File: src/rtl/mem_arbiter_if.sv
// mem_arbiter_if: instruction/data requester ports and the RAM-side bus of the two-port memory arbiter.
// slave is the arbiter's view; master is the requesters-plus-RAM view.
interface mem_arbiter_if;
    logic        inst_req;
    logic [31:0] inst_addr;
    logic        inst_addr_ok;
    logic        inst_data_ok;
    logic [31:0] inst_rdata;
    logic        data_req;
    logic        data_wr;
    logic [3:0]  data_wstrb;
    logic [31:0] data_addr;
    logic [31:0] data_wdata;
    logic        data_addr_ok;
    logic        data_data_ok;
    logic [31:0] data_rdata;
    logic        ram_en;
    logic [3:0]  ram_we;
    logic [31:0] ram_addr;
    logic [31:0] ram_wdata;
    logic [31:0] ram_rdata;
    modport slave (
        input  inst_req, inst_addr, data_req, data_wr, data_wstrb, data_addr, data_wdata, ram_rdata,
        output inst_addr_ok, inst_data_ok, inst_rdata, data_addr_ok, data_data_ok, data_rdata,
        output ram_en, ram_we, ram_addr, ram_wdata
    );
    modport master (
        output inst_req, inst_addr, data_req, data_wr, data_wstrb, data_addr, data_wdata, ram_rdata,
        input  inst_addr_ok, inst_data_ok, inst_rdata, data_addr_ok, data_data_ok, data_rdata,
        input  ram_en, ram_we, ram_addr, ram_wdata
    );
endinterface

File: src/rtl/mem_arbiter.sv
// mem_arbiter: shares one synchronous single-port RAM between an instruction and a data port,
// one accept per cycle, fully pipelined, responses returned exactly one cycle after acceptance.
module mem_arbiter #(
    parameter bit FIXED_PRIO = 1'b0
) (
    input  logic          clk,
    input  logic          reset,
    mem_arbiter_if.slave  bus
);
    logic last_gnt_q, last_gnt_d;
    logic resp_valid_q, resp_valid_d;
    logic resp_owner_q, resp_owner_d;
    logic resp_wr_q, resp_wr_d;
    logic accept, gnt_data;
    always_comb begin
        // data wins when alone, under fixed priority, or when inst took the last accepted slot
        gnt_data          = bus.data_req & (~bus.inst_req | FIXED_PRIO | ~last_gnt_q);
        accept            = ~reset & (bus.inst_req | bus.data_req);
        bus.inst_addr_ok  = accept & ~gnt_data;
        bus.data_addr_ok  = accept & gnt_data;
        bus.ram_en        = accept;
        bus.ram_we        = (bus.data_addr_ok & bus.data_wr) ? bus.data_wstrb : 4'b0;
        bus.ram_addr      = !accept ? 32'h0 : gnt_data ? bus.data_addr : bus.inst_addr;
        bus.ram_wdata     = accept ? bus.data_wdata : 32'h0;
        resp_valid_d      = accept;
        resp_owner_d      = accept & gnt_data;
        resp_wr_d         = bus.data_addr_ok & bus.data_wr;
        last_gnt_d        = accept ? gnt_data : last_gnt_q;
        bus.inst_data_ok  = resp_valid_q & ~resp_owner_q;
        bus.data_data_ok  = resp_valid_q & resp_owner_q;
        bus.inst_rdata    = bus.inst_data_ok ? bus.ram_rdata : 32'h0;
        bus.data_rdata    = (bus.data_data_ok & ~resp_wr_q) ? bus.ram_rdata : 32'h0;
    end
    always_ff @(posedge clk or posedge reset) begin
        if (reset) begin
            resp_valid_q <= 1'b0;
            resp_owner_q <= 1'b0;
            resp_wr_q    <= 1'b0;
            last_gnt_q   <= 1'b1;
        end else begin
            resp_valid_q <= resp_valid_d;
            resp_owner_q <= resp_owner_d;
            resp_wr_q    <= resp_wr_d;
            last_gnt_q   <= last_gnt_d;
        end
    end
endmodule

File: src/flat_wrapper.sv
// flat-port wrapper written by rule: the top's interface ports become plain ports
module mem_arbiter_flat 
#(
    parameter bit FIXED_PRIO = 1'b0
)
  (clk, reset, bus_inst_req, bus_inst_addr, bus_data_req, bus_data_wr, bus_data_wstrb, bus_data_addr, bus_data_wdata, bus_ram_rdata, bus_inst_addr_ok, bus_inst_data_ok, bus_inst_rdata, bus_data_addr_ok, bus_data_data_ok, bus_data_rdata, bus_ram_en, bus_ram_we, bus_ram_addr, bus_ram_wdata);
  mem_arbiter_if bus_i ();
  input  logic clk;
  input  logic reset;
  input wire logic [$bits(bus_i.inst_req)-1:0] bus_inst_req;
  input wire logic [$bits(bus_i.inst_addr)-1:0] bus_inst_addr;
  input wire logic [$bits(bus_i.data_req)-1:0] bus_data_req;
  input wire logic [$bits(bus_i.data_wr)-1:0] bus_data_wr;
  input wire logic [$bits(bus_i.data_wstrb)-1:0] bus_data_wstrb;
  input wire logic [$bits(bus_i.data_addr)-1:0] bus_data_addr;
  input wire logic [$bits(bus_i.data_wdata)-1:0] bus_data_wdata;
  input wire logic [$bits(bus_i.ram_rdata)-1:0] bus_ram_rdata;
  output wire logic [$bits(bus_i.inst_addr_ok)-1:0] bus_inst_addr_ok;
  output wire logic [$bits(bus_i.inst_data_ok)-1:0] bus_inst_data_ok;
  output wire logic [$bits(bus_i.inst_rdata)-1:0] bus_inst_rdata;
  output wire logic [$bits(bus_i.data_addr_ok)-1:0] bus_data_addr_ok;
  output wire logic [$bits(bus_i.data_data_ok)-1:0] bus_data_data_ok;
  output wire logic [$bits(bus_i.data_rdata)-1:0] bus_data_rdata;
  output wire logic [$bits(bus_i.ram_en)-1:0] bus_ram_en;
  output wire logic [$bits(bus_i.ram_we)-1:0] bus_ram_we;
  output wire logic [$bits(bus_i.ram_addr)-1:0] bus_ram_addr;
  output wire logic [$bits(bus_i.ram_wdata)-1:0] bus_ram_wdata;
  assign bus_i.inst_req = bus_inst_req;
  assign bus_i.inst_addr = bus_inst_addr;
  assign bus_i.data_req = bus_data_req;
  assign bus_i.data_wr = bus_data_wr;
  assign bus_i.data_wstrb = bus_data_wstrb;
  assign bus_i.data_addr = bus_data_addr;
  assign bus_i.data_wdata = bus_data_wdata;
  assign bus_i.ram_rdata = bus_ram_rdata;
  assign bus_inst_addr_ok = bus_i.inst_addr_ok;
  assign bus_inst_data_ok = bus_i.inst_data_ok;
  assign bus_inst_rdata = bus_i.inst_rdata;
  assign bus_data_addr_ok = bus_i.data_addr_ok;
  assign bus_data_data_ok = bus_i.data_data_ok;
  assign bus_data_rdata = bus_i.data_rdata;
  assign bus_ram_en = bus_i.ram_en;
  assign bus_ram_we = bus_i.ram_we;
  assign bus_ram_addr = bus_i.ram_addr;
  assign bus_ram_wdata = bus_i.ram_wdata;
  mem_arbiter #(.FIXED_PRIO(FIXED_PRIO)) u_core (.clk(clk), .reset(reset), .bus(bus_i));
endmodule
File: config.mk
export PLATFORM = sky130hd
export DESIGN_NAME = mem_arbiter_flat
export DESIGN_NICKNAME = d
export VERILOG_FILES = /design/src/rtl/mem_arbiter_if.sv /design/src/rtl/mem_arbiter.sv /design/src/flat_wrapper.sv
export SDC_FILE = /design/constraint.sdc
export NUM_CORES = 1
export LEC_CHECK = 0
export CAP_MARGIN = 20
export CORE_AREA = 10 10 99 101
export CTS_CLUSTER_DIAMETER = 200
export DETAILED_ROUTE_END_ITERATION = 16
export DIE_AREA = 0 0 109 111
export HOLD_SLACK_MARGIN = 0.02
export PLACE_DENSITY_LB_ADDON = 0.25
export SYNTH_ARGS = -nofsm -noshare
export SYNTH_HDL_FRONTEND = slang
export SYNTH_SLANG_ARGS = --single-unit
File: constraint.sdc
create_clock -name clk -period 2.6 [get_ports clk]
set_clock_uncertainty 0.15 [all_clocks]
set_input_delay 0.39 -clock clk [delete_from_list [all_inputs] [get_ports clk]]
set_output_delay 0.39 -clock clk [all_outputs]
set_load 0.005 [all_outputs]
==> results of run 1 <==
[cell type report]
| class | count | area share, % |
|---|---|---|
| clock buffers | 4 | 1.040 |
| flip-flops and latches | 4 | 2.340 |
| repair buffers | 286 | 67.27 |
| multi-input cells | 177 | 26.23 |
| inverters | 1 | 0.08666 |
| well taps | 105 | 3.033 |
[metal layers]
layer	share of wire, %	routed length [µm]	vias to the layer above
met5	0	0	-
met4	1.0	110	0
met3	13	1439	6
met2	53	5755	156
met1	33	3572	1122
li1	-	-	1236
[final timing paths]
path                                               startpoint  slack (ns)  cells after the start                            end
worst max-delay path                             bus_data_req        0.11                      6               bus_ram_addr[24]
worst min register to register  u_core.last_gnt_q$_DFFE_PP1P_        0.43                      1  u_core.last_gnt_q$_DFFE_PP1P_
worst min-delay path                                    reset        0.19                      3     u_core.resp_wr_q$_DFF_PP0_
worst max register to register  u_core.last_gnt_q$_DFFE_PP1P_        1.30                      3  u_core.resp_owner_q$_DFF_PP0_
max in group asynchronous                               reset        1.92                      3  u_core.last_gnt_q$_DFFE_PP1P_
min in group clk                u_core.last_gnt_q$_DFFE_PP1P_        0.43                      1  u_core.last_gnt_q$_DFFE_PP1P_
[sequential cells by signal, indices dropped and copies added (netlist names)]
name	count
u_core.last_gnt_q	1
u_core.resp_owner_q	1
u_core.resp_valid_q	1
u_core.resp_wr_q	1
[worst reg2reg max path: stages (launching register included)]
cell and delay (ns):
dfstp_2 0.60, a21boi_4 0.09, buf_12 0.16, and2_1 0.18
[power by group through the flow]
stage / registers (W) / clock network, W / logic [W]
floorplan: 0.0000758 / 0 / 0.000200
global placement: 0.0000769 / 0 / 0.000659
global route: 0.0000804 / 0.000157 / 0.000740
detailed placement: 0.0000769 / 0 / 0.000666
finish: 0.0000789 / 0.000142 / 0.000689
CTS: 0.0000788 / 0.000149 / 0.000685
[logic make-up (layout without fill, tap and decap cells)]
logic type / after synthesis / after routing
buf+inv: 25 / 291
compound gates: 36 / 36
simple gates: 141 / 141
flops: 4 / 4
[layout by cell type, fill, tap and decap left out, types with 2 or more instances in the layout]
master	synthesis	layout
and2_1	102	102
nor2_1	33	33
dlygate4sd2_1	0	2
clkdlybuf4s50_1	0	270
a32oi_1	32	32
buf_12	0	3
buf_4	0	7
clkbuf_8	0	3
dfrtp_1	3	3
[stage by stage]
stage / cell area (µm²) / instances
after detailed placement: 4203 / 571
after CTS: 4297 / 576
after floorplan: 1353 / 206
after global placement: 4203 / 571
final: 4332 / 577
after global routing: 4332 / 577
[timing repair]
action / in CTS / in global routing
resized for setup: 5 / 3
cloned: 1 / 1
pin swaps: 1 / 1
endpoints found under the setup margin: 65 / 40
==> results by group, run 1 <==
Worst hold path
  – Hold Crit Class: primary input to async pin

STA
  – Period utilization: around 96%
  – Hold WS: around 0.19 ns
  – Final Setup Violations: 0
  – Crit path time final: 2.492 ns
  – FMAX: between 400 and 500 MHz
  – Worst slew margin: 77.17%
  – Final WS setup: ~0.11 ns
  – Final TNS setup: 0 ns
  – RSZ-0062 raised after global routing: true
  – Max Slew Vio Count: 0
  – Final Hold Fails: 0
  – Slew of the pin with the lowest slew margin: roughly 0.34 ns

Floorplan
  – Die ar.: 12100 µm²
  – Die width: 109 µm
  – Core area: approximately 8000 µm²
  – Ports: between 200 and 300
  – Die Height: about 110 µm
  – Row count: 33
  – Initial Utilization: 16.97%

Setup path
  – Crit path buf inv count: 3
  – Cell chain of the critical path: dlygate4sd2_1 -> a21boi_4 -> bufbuf_16 -> a32oi_1 -> nor2_1 -> clkdlybuf4s50_1
  – WP data required: 2.06 ns
  – Peak fanout along the critical path: 16
  – Arr. time, crit path: 1.95 ns
  – Slowest Stage Delay on Critical Path: between 0.5 and 0.6 ns
  – Setup crit start kind: primary input
  – Crit-path slowest cell: clkdlybuf4s50_1
  – Crit-path leading delay family: buffers and inverters
  – Crit Path Class: primary input to output pin
  – Worst Setup End Kind: output pin

Global route
  – Largest net degree at the start of global routing: 34
  – Vias in the first global route: approximately 2.6k
  – GR Util met2: a little under a third
  – Met3 usage: 7.442%
  – Gr busiest metal: met2
  – Total gr overflow: 0
  – All-layer global routing usage: ~16%
  – Initial antenna violation count: 0
  – Met1 GRT Util: between 10% and 20%
  – First-pass GRT wire length: between 15000 and 20000 µm

Cells and area
  – ANT cells: 0
  – Layout cells sized above 1: approximately 4.4%
  – Total area of sequential cells: 101.3 µm²
  – Area added between synthesis and finish: 220.3%
  – Core Util, Final: between 50 and 60%
  – Final nets: 610
  – Area of the multi-input gates: around 1100 µm²
  – # fillers: roughly 720

Synthesis
  – Most common cell in the netlist: and2_1
  – Ranking of synthesized cells by area: and2_1 (47%), a32oi_1 (21%), nor2_1 (9.2%)
  – Synthesized instance count: about 210
  – Mapped cell area: 1353 µm²
  – Biggest area consumer among synthesized cells: and2_1
  – Synth warn: 0
  – Mean Syn Cell Area: around 6.6 µm²
  – Async SR Flop Fraction: between 90% and 100%
  – Seq/Total Area, Yosys: 7.493%
  – Number of flops mapped to enable cells by yosys: 0
  – Synth Area in Simple Gates: around three fifths
  – Synth top area share: a little under half
  – XOR/XNOR share of the synthesized area: 0%
  – Adder-cell share of the synthesized area: 0%
  – Post-Syn Nets: 343
  – Commonest cells in the netlist: and2_1 (102), nor2_1 (33), a32oi_1 (32)
  – Mux share of post-synthesis cell area: 0%
  – Flop and latch count out of synthesis: 4
  – Compound-cell area share of the yosys netlist: between 20% and 30%
  – Most used DFF post-synth: dfrtp_1
  – Largest family of logic cells by synthesized area: simple AND/OR/NAND/NOR gates
  – Netlist cell types: 20

Route
  – Initial DRC Count: between 50 and 60
  – Drt pass-1 iters: 4
  – Final ANT Viol Nets: 0
  – Detailed-route via count: about 2.5k
  – Routed wire length: about 11000 µm
  – DRC viols: 0
  – Routed len/inst: 18.85 µm
  – Vias per cell: roughly 4.4

Clock network
  – Clk_lat worst skew: between 0.2 and 0.25 ns
  – Clock Tree Root: clkbuf_8
  – Num CTS Buffers: 3
  – Clock sink total: 4
  – TritonCTS clock tree: done
  – H-tree levels: 1
  – Clk pin slew, worst setup/hold paths: around 0.040 ns
  – Hold_buf cts: 0
  – Postcts setup bufs: 0
  – Bufs on Longest Clock Path: 2

Power
  – Switching power: 0.0002691 W
  – Static Leak: between 1.5 and 2 nW
  – Reg power frac: approximately 8.7%
  – Int Power: between 0.0006 and 0.0007 W
  – Part of the power in combinational logic: between 70 and 80%
  – PwrDens: roughly 210 nW/µm²
  – Switching part of the total power: 29.58%
  – Peak supply drop: roughly 130 µV
  – Total chip power: ~0.00091 W
  – Power share of the clock group: 15.6%

Placed design
  – I/O Buffers: ~270
  – GP Congestion: approximately 0.85
  – Pre-CTS setup slack: -0.08752 ns
  – Detailed Place HPWL: between 9000 and 10000 µm

Outcome
  – Outcome: finished clean

Flow run
  – Max cap viols: 0
(Power assumes the default switching activity.)
==> run 2: changes to the inputs <==
--- a/config.mk
+++ b/config.mk
@@ -10,6 +10,7 @@
 export CTS_CLUSTER_DIAMETER = 200
 export DETAILED_ROUTE_END_ITERATION = 16
 export DIE_AREA = 0 0 109 111
+export GPL_TIMING_DRIVEN = 0
 export HOLD_SLACK_MARGIN = 0.02
 export PLACE_DENSITY_LB_ADDON = 0.25
 export SYNTH_ARGS = -nofsm -noshare
==> results by group, run 2 (synthesized netlist as in run 1, its figures left out) <==
Outcome
  – Outcome: finished clean

Cells and area
  – Final nets: a little over 600
  – ANT cells: 0
  – Layout Cells excl Fill: a little under 600
  – Area added between synthesis and finish: 217.7%
  – Layout cells sized above 1: ~5.2%
  – Commonest cells after routing, fill and taps aside: clkdlybuf4s50_1 (267), and2_1 (102), nor2_1 (33)
  – Commonest non-fill, non-tap cell in the layout: clkdlybuf4s50_1

Power
  – Total chip power: around 0.00089 W
  – Static Leak: ~1.7 nW
  – PwrDens: 206.0 nW/µm²
  – Peak supply drop: around 91 µV

STA
  – Final Setup Violations: 0
  – Final Hold Fails: 0
  – Max Slew Vio Count: 0
  – Crit path time final: roughly 2.5 ns
  – FMAX: 400.1 MHz
  – RSZ-0062 raised after global routing: false
  – Worst slew margin: 68.61%
  – Final WS setup: ~0.10 ns
  – Slew of the pin with the lowest slew margin: roughly 0.47 ns
  – Period utilization: between 90% and 100%

Global route
  – Total gr overflow: 0
  – Largest net degree at the start of global routing: 12
  – First-pass GRT wire length: around 15000 µm
  – All-layer global routing usage: around 16%
  – Vias in the first global route: between 2k and 3k
  – Initial antenna violation count: 0

Clock network
  – Clock sink total: 4
  – H-tree levels: 1
  – TritonCTS clock tree: done
  – Bufs on Longest Clock Path: 2
  – Num CTS Buffers: 3
  – Clk_lat worst skew: between 0.2 and 0.25 ns
  – Clock Tree Root: clkbuf_8
  – Clk pin slew, worst setup/hold paths: ~0.030 ns

Placed design
  – Pre-CTS setup slack: -0.1942 ns
  – GP Congestion: approximately 0.84
  – Detailed Place HPWL: 9660 µm
  – I/O Buffers: 271
  – Dpl cells: between 500 and 600

Setup path
  – Crit Path Class: flip-flop to output pin
  – Peak fanout along the critical path: 10
  – Crit-path slowest cell: dfstp_2
  – Arr. time, crit path: approximately 2 ns
  – WP data required: between 2 and 2.5 ns
  – Setup crit start kind: flip-flop
  – Worst Setup End Kind: output pin
  – Crit path buf inv count: 3
  – Crit-path leading delay family: buffers and inverters
  – Cell chain of the critical path: nand2b_1 -> clkbuf_4 -> buf_6 -> a32oi_1 -> nor2_1 -> clkdlybuf4s50_1
  – Slowest Stage Delay on Critical Path: 0.56 ns

Floorplan
  – Die width: about 110 µm
  – Row count: 33
  – Initial Utilization: 16.97%
  – Core area: 7969 µm²
  – Die Height: between 100 and 150 µm
  – Die ar.: 12100 µm²
  – Ports: 274

Route
  – Final ANT Viol Nets: 0
  – Routed len/inst: about 18 µm
  – Routed wire length: ~11000 µm
  – DRC viols: 0
  – Detailed-route via count: ~2.5k
  – Vias per cell: about 4.3
  – Initial DRC Count: 56
  – Drt pass-1 iters: 4

Flow run
  – Max cap viols: 0

Worst hold path
  – Hold Crit Class: primary input to async pin
## run 2: cell types whose count changed in the layout (fill, tap and decap cells not counted), moves of 2 or more
cell,change
buf_12,-3
buf_2,+3
buf_4,-5
buf_6,+6
clkbuf_1,+7
clkbuf_2,+5
clkdlybuf4s50_1,-3
dlymetal6s2s_1,+2
## run 2: worst paths after layout
path,start,to,slack [ns],cells after the start
min,reset,u_core.resp_valid_q$_DFF_PP0_,0.14,2
max reg2reg,u_core.last_gnt_q$_DFFE_PP1P_,u_core.resp_owner_q$_DFF_PP0_,1.37,3
max,u_core.last_gnt_q$_DFFE_PP1P_,bus_ram_addr[9],0.10,6
max in group asynchronous,reset,u_core.last_gnt_q$_DFFE_PP1P_,1.89,2
min in group clk,bus_inst_req,u_core.resp_wr_q$_DFF_PP0_,0.30,2
min reg2reg,u_core.last_gnt_q$_DFFE_PP1P_,u_core.last_gnt_q$_DFFE_PP1P_,0.41,2
## run 2: metrics by stage
| stage | TNS, ns | util, % | instance area (µm²) | hold WS, ns |
|---|---|---|---|---|
| after global routing | 0 | 53.92 | 4297 | 0.2147 |
| after CTS | 0 | 53.57 | 4269 | 0.1479 |
| after global placement | -6.199 | 52.66 | 4197 | 0.3449 |
| after detailed placement | -7.269 | 52.66 | 4197 | 0.3775 |
| final | 0 | 53.92 | 4297 | 0.1429 |
| after floorplan | 0 | - | 1353 | 0.2344 |
## run 2: metal layers
layer	GRT usage, %	wire length [µm]	vias up
met2	31.45	5675	159
li1	-	-	1259
met3	6.395	1351	10
met1	13.93	3446	1112
met4	4.485	186	0
met5	0	0	-
## run 2: what timing repair did
item	in CTS	in global routing
hold buffers	0	0
setup buffers	0	1
gates cloned	0	0
gates resized for setup	9	9
setup endpoints to repair	63	45
pin swaps	0	1
## run 2: layout make-up
class / instances / area, µm²
inverters: 1 / 3.754
flip-flops and latches: 4 / 101.3
multi-input cells: 177 / 1129
repair buffers: 272 / 2726
clock buffers: 4 / 45.04
well taps: 105 / 131.4
plain buffers: 24 / 160.2
fillers: 734 / 3672
## run 2: power breakdown
group	switching, W	internal (W)
combinational	0.000221	0.000450
clock	0.0000331	0.000105
sequential	0.00000537	0.0000708
